$ cat config.mk
export PLATFORM = sky130hd
export DESIGN_NAME = mem_req_arbiter
export DESIGN_NICKNAME = d
export VERILOG_FILES = /design/src/rtl/mem_req_arbiter.sv
export SDC_FILE = /design/constraint.sdc
export NUM_CORES = 1
export LEC_CHECK = 0
export ABC_AREA = 0
export BUFFER_PORTS_ARGS = -buffer_cell sky130_fd_sc_hd__buf_2
export CORE_AREA = 4 4 123 125
export DETAILED_ROUTE_END_ITERATION = 8
export DIE_AREA = 0 0 127 129
export HOLD_SLACK_MARGIN = 0.1
export PLACE_DENSITY_LB_ADDON = 0.08
export SKIP_LAST_GASP = 1
export SLEW_MARGIN = 10
export SYNTH_ARGS = -nofsm -noshare
export SYNTH_HDL_FRONTEND = slang
export SYNTH_SLANG_ARGS = --single-unit
$ cat constraint.sdc
create_clock -name clk -period 4.35 [get_ports clk]
set_input_delay 0.2175 -clock clk [delete_from_list [all_inputs] [get_ports clk]]
set_output_delay 0.2175 -clock clk [all_outputs]
set_load 0.1 [all_outputs]
$ cat src/rtl/mem_req_arbiter.sv
// Round-robin arbiter that shares the main-memory address redirector between fetch engines.
// It runs one redirector transaction at a time and returns the pixel, or zero with an error flag on timeout.
module mem_req_arbiter #(
  parameter int unsigned NUM_REQ = 2,
  parameter int unsigned TIMEOUT = 16
) (
  input  logic               clk,
  input  logic               rst_n,
  input  logic               en,
  input  logic [NUM_REQ-1:0] req,
  input  logic [31:0]        req_x [NUM_REQ],
  input  logic [31:0]        req_y [NUM_REQ],
  input  logic [31:0]        req_z [NUM_REQ],
  output logic [NUM_REQ-1:0] gnt,
  output logic [NUM_REQ-1:0] rvalid,
  output logic [3:0]         rdata,
  output logic               rerr,
  output logic               busy,
  output logic [31:0]        x,
  output logic [31:0]        y,
  output logic [31:0]        z,
  output logic               data_ready_to_mem_addr_redirect,
  input  logic               data_ready_from_mem_addr_redirect,
  input  logic [3:0]         pixel_data
);

  localparam int unsigned IdxW = $clog2(NUM_REQ);

  typedef enum logic {StIdle, StWait} state_e;

  state_e             state_q, state_d;
  logic [IdxW-1:0]    last_q, last_d;
  logic [7:0]         cnt_q, cnt_d;
  logic [NUM_REQ-1:0] gnt_q, gnt_d;
  logic [NUM_REQ-1:0] rvalid_q, rvalid_d;
  logic [3:0]         rdata_q, rdata_d;
  logic               rerr_q, rerr_d;
  logic [31:0]        x_q, x_d, y_q, y_d, z_q, z_d;

  logic [IdxW-1:0]    cand;
  logic [IdxW-1:0]    win_idx;
  logic               win_found;

  // First requester found when searching from last_q+1 onwards, wrapping modulo NUM_REQ.
  always_comb begin
    cand      = '0;
    win_idx   = last_q;
    win_found = 1'b0;
    for (int unsigned off = 1; off <= NUM_REQ; off++) begin
      cand = IdxW'((32'(last_q) + off) % NUM_REQ);
      if (!win_found && req[cand]) begin
        win_found = 1'b1;
        win_idx   = cand;
      end
    end
  end

  // last_q doubles as the owner of the in-flight transaction.
  always_comb begin
    state_d  = state_q;
    last_d   = last_q;
    cnt_d    = cnt_q;
    gnt_d    = '0;
    rvalid_d = '0;
    rdata_d  = rdata_q;
    rerr_d   = 1'b0;
    x_d      = x_q;
    y_d      = y_q;
    z_d      = z_q;
    case (state_q)
      StIdle: begin
        if (en && win_found) begin
          state_d        = StWait;
          last_d         = win_idx;
          cnt_d          = '0;
          gnt_d[win_idx] = 1'b1;
          x_d            = req_x[win_idx];
          y_d            = req_y[win_idx];
          z_d            = req_z[win_idx];
        end
      end
      StWait: begin
        // A response wins over a simultaneous timeout.
        if (data_ready_from_mem_addr_redirect) begin
          state_d          = StIdle;
          rvalid_d[last_q] = 1'b1;
          rdata_d          = pixel_data;
        end else if (cnt_q == 8'(TIMEOUT - 1)) begin
          state_d          = StIdle;
          rvalid_d[last_q] = 1'b1;
          rdata_d          = 4'h0;
          rerr_d           = 1'b1;
        end else begin
          cnt_d = cnt_q + 8'd1;
        end
      end
      default: state_d = StIdle;
    endcase
  end

  always_ff @(posedge clk or negedge rst_n) begin
    if (!rst_n) begin
      state_q  <= StIdle;
      last_q   <= IdxW'(NUM_REQ - 1);
      cnt_q    <= '0;
      gnt_q    <= '0;
      rvalid_q <= '0;
      rdata_q  <= '0;
      rerr_q   <= 1'b0;
      x_q      <= '0;
      y_q      <= '0;
      z_q      <= '0;
    end else begin
      state_q  <= state_d;
      last_q   <= last_d;
      cnt_q    <= cnt_d;
      gnt_q    <= gnt_d;
      rvalid_q <= rvalid_d;
      rdata_q  <= rdata_d;
      rerr_q   <= rerr_d;
      x_q      <= x_d;
      y_q      <= y_d;
      z_q      <= z_d;
    end
  end

  assign gnt                             = gnt_q;
  assign rvalid                          = rvalid_q;
  assign rdata                           = rdata_q;
  assign rerr                            = rerr_q;
  assign busy                            = (state_q == StWait);
  assign data_ready_to_mem_addr_redirect = (state_q == StWait);
  assign x                               = x_q;
  assign y                               = y_q;
  assign z                               = z_q;

endmodule

==> flow_summary.yaml <==
final_layout:
  area_growth_syn_to_layout_pct: 67.17
  final_cell_mix: "buf_2, dlygate4sd3_1, dfrtp_1, nand3_1, a21oi_1"
  nNetsFinal: 1307
  final_common_cell: "buf_2"
  diodes: 0
  final_area_sq_um: 9774
  nFillCells: 1140
  layout-drive-gt1-share_pct: 31.93
timing:
  tightest_slew_ns: 1.185
  fin_worst_skew_ns: 0.007083
  timing.slew.headroom_pct: 20.97
  fin_crit_sh_pct: 68.94
  drv_slew: 0
  period_needed_ns: 2.999
  rsz0062_at_grt: "false"
  setup_violations: 0
  clock.fmax_ghz: 0.3335
  setup-tns-final_ns: 0
  hold_viol: 0
  holdWs_ns: 0.1164
floorplanning:
  start_util_pct: 42.12
  io_pins: 309
  dieArea_sq_um: 16380
  die_height_um: 129
  core_region_area_sq_um: 13880
  row_count: 43
  die_x_um: 127
hold_path:
  hp-class: "in -> reg"
setup_path:
  critical_path_buf_inv_count: 2
  crit_slowest_cell: "nor2_4"
  cp_max_fo: 35
  arrival_ns: 3.28
  crit_path_end_kind: "flip-flop"
  cp.required_ns: 4.63
  critical-path-max-stage-delay_ns: 0.66
  cp-start-kind: "flip-flop"
  critPathTopFamily: "buffers and inverters"
  timing_worst_setup_path_type: "reg -> reg"
  crit_chain: "nand2b_1 > nor2_4 > buf_4 > a31oi_1 > dlygate4sd3_1"
placed_design:
  placed_cell_area_sq_um: 7287
  port-buffer-count: 308
  gp_congestion: 0.8568
  dp_hpwl_mm: 14.51
synthesis:
  netlist.area_leader.share_pct: 48.79
  synth.area.top_cells: "dfrtp_1, a31oi_1, nand3_1"
  synth_area_sq_um: 5847
  synth_top_cell_by_area: "dfrtp_1"
  synth_nets: 858
  ys_ff_latch: 115
  synthCells: 655
  yosysSeqAreaShare_pct: 49.24
  yosysWarnings: 0
  syn_area_per_cell_sq_um: 8.927
  ys_types: 38
detailed_routing:
  vias_per_cell: 5.737
  drc_errors: 0
  first_pass_iters: 5
  postRouteAntennaNets: 0
  post_drt_wl_per_cell_um: 18.53
  routed_wirelength_mm: 24.00
  via_count: 7430
  drt-initial-drc-count: 587
global_routing:
  grt_pass1_vias: 7593
  grt_usage_pct: 28.42
  globalRouteOverflowTotal: 0
  antenna_found_initial: 0
  grt_first_pass_wirelength_mm: 37.36
  grt_max_degree: 98
outcome:
  status: "finished clean"
clock_network:
  cts-htree-levels: 4
  clockBufferDepth: 2
  ctsRootBufferMaster: "clkbuf_16"
  cts.sinks: 115
  post_cts_buffers: 0
  clock_latency_ns: 0.41
  numCtsBuffers: 17
  clk_pin_slew_ns: 0.05
  cts_tree: "yes"
power:
  power_w: 0.007756
  ir_worst_vdd_mv: 0.5319
  p_per_area_nw_per_um2: 793.5
  power_leakage_nw: 4.341
run:
  drv_cap: 0
## repair_timing
item / in CTS / in global routing
resized for setup: 0 / 0
endpoints found under the hold margin: 123 / 0
hold buffers: 193 / 0
## state kept, by name (all words and copies together), names as in the netlist
name and count:
busy 1, cnt_q 8, gnt 2, last_q 1
rdata 4, rerr 1, rvalid 2, x 32
y 32, z 32
## cells in the mapped netlist
| cell type | instances |
|---|---|
| dfrtp_1 | 114 |
| nand3_1 | 105 |
| a21oi_1 | 100 |
| o21ai_0 | 98 |
| a31oi_1 | 96 |
| buf_2 | 43 |
| clkbuf_1 | 19 |
| buf_4 | 9 |
| buf_6 | 7 |
| nand2_1 | 7 |
| nand2b_1 | 7 |
| o21ai_1 | 6 |
| nor2b_1 | 5 |
| mux2i_1 | 4 |
| nor2_1 | 4 |
| nor3_1 | 3 |
| clkbuf_2 | 2 |
| nand4_1 | 2 |
| nor3b_1 | 2 |
| o211ai_1 | 2 |
| or2_1 | 2 |
| or4_1 | 2 |
| a211oi_1 | 1 |
| a21o_1 | 1 |
| a32o_1 | 1 |
| and2_1 | 1 |
| and3_1 | 1 |
| and3b_1 | 1 |
| and4b_1 | 1 |
| dfstp_2 | 1 |
| ha_1 | 1 |
| mux2_2 | 1 |
| nand3_2 | 1 |
| nand4b_1 | 1 |
| nor2_2 | 1 |
| nor4_2 | 1 |
| o31ai_1 | 1 |
| or4_4 | 1 |
## tightest hold or removal path, stage by stage
cell and delay [ns]:
buf_2 0.12, nand3_1 0.07, a31oi_1 0.08
## final timing paths
path                                      start              endpoint  slack (ns)  cells past startpoint
setup / recovery                 busy$_DFF_PN0_      z[9]$_DFFE_PN0P_        1.35                      5
setup reg to reg                 busy$_DFF_PN0_      z[9]$_DFFE_PN0P_        1.35                      5
min in group asynchronous                 rst_n     y[20]$_DFFE_PN0P_        0.25                      2
hold reg to reg            cnt_q[0]$_DFFE_PN0P_  cnt_q[0]$_DFFE_PN0P_        0.54                      1
max in group asynchronous                 rst_n     z[26]$_DFFE_PN0P_        3.14                      3
hold / removal                        req_z[31]     z[31]$_DFFE_PN0P_        0.12                      3
## final cells by class
type	count	area [sq um]	share of cell area, %
clock inverters	5	50.05	0.5120
flip-flops and latches	115	2879	29.45
well taps	180	225.2	2.304
multi-input cells	460	2559	26.18
repair buffers	510	3556	36.38
clock buffers	25	505.5	5.172
## per-stage QoR
step,util (%),setup WS [ns],cells
after floorplan,-,2.362,655
after CTS,70.42,1.429,1295
after detailed placement,52.50,1.969,1072
final,70.42,1.351,1295
after global routing,70.42,1.114,1295
after global placement,52.50,2.024,1072
## per-layer routing
metal | global-route usage, % | vias to the layer above | wire length (um)
met5 | 0 | - | 0
met4 | 16.59 | 0 | 1200
met3 | 7.098 | 98 | 1979
met2 | 49.38 | 423 | 11840
met1 | 31.71 | 3556 | 8978
li1 | - | 3353 | -
## power breakdown
group,internal (W),switching (W),leakage [nW]
logic,0.00111,0.00363,2.75
clock network,0.000850,0.000464,0.279
registers,0.00144,0.000260,1.31
## cell families (layout without fill, tap and decap cells)
family,after synthesis,in the layout,synth area share (%)
and+or+nand+nor,148,148,13.55
buffers and inverters,80,540,7.576
AOI/OAI and AO/OA,306,306,28.55
muxes,5,5,0.8774
adders and majority gates,1,1,0.2140
DFF,115,115,49.24
Note: power is estimated with default switching activity, not from simulation.
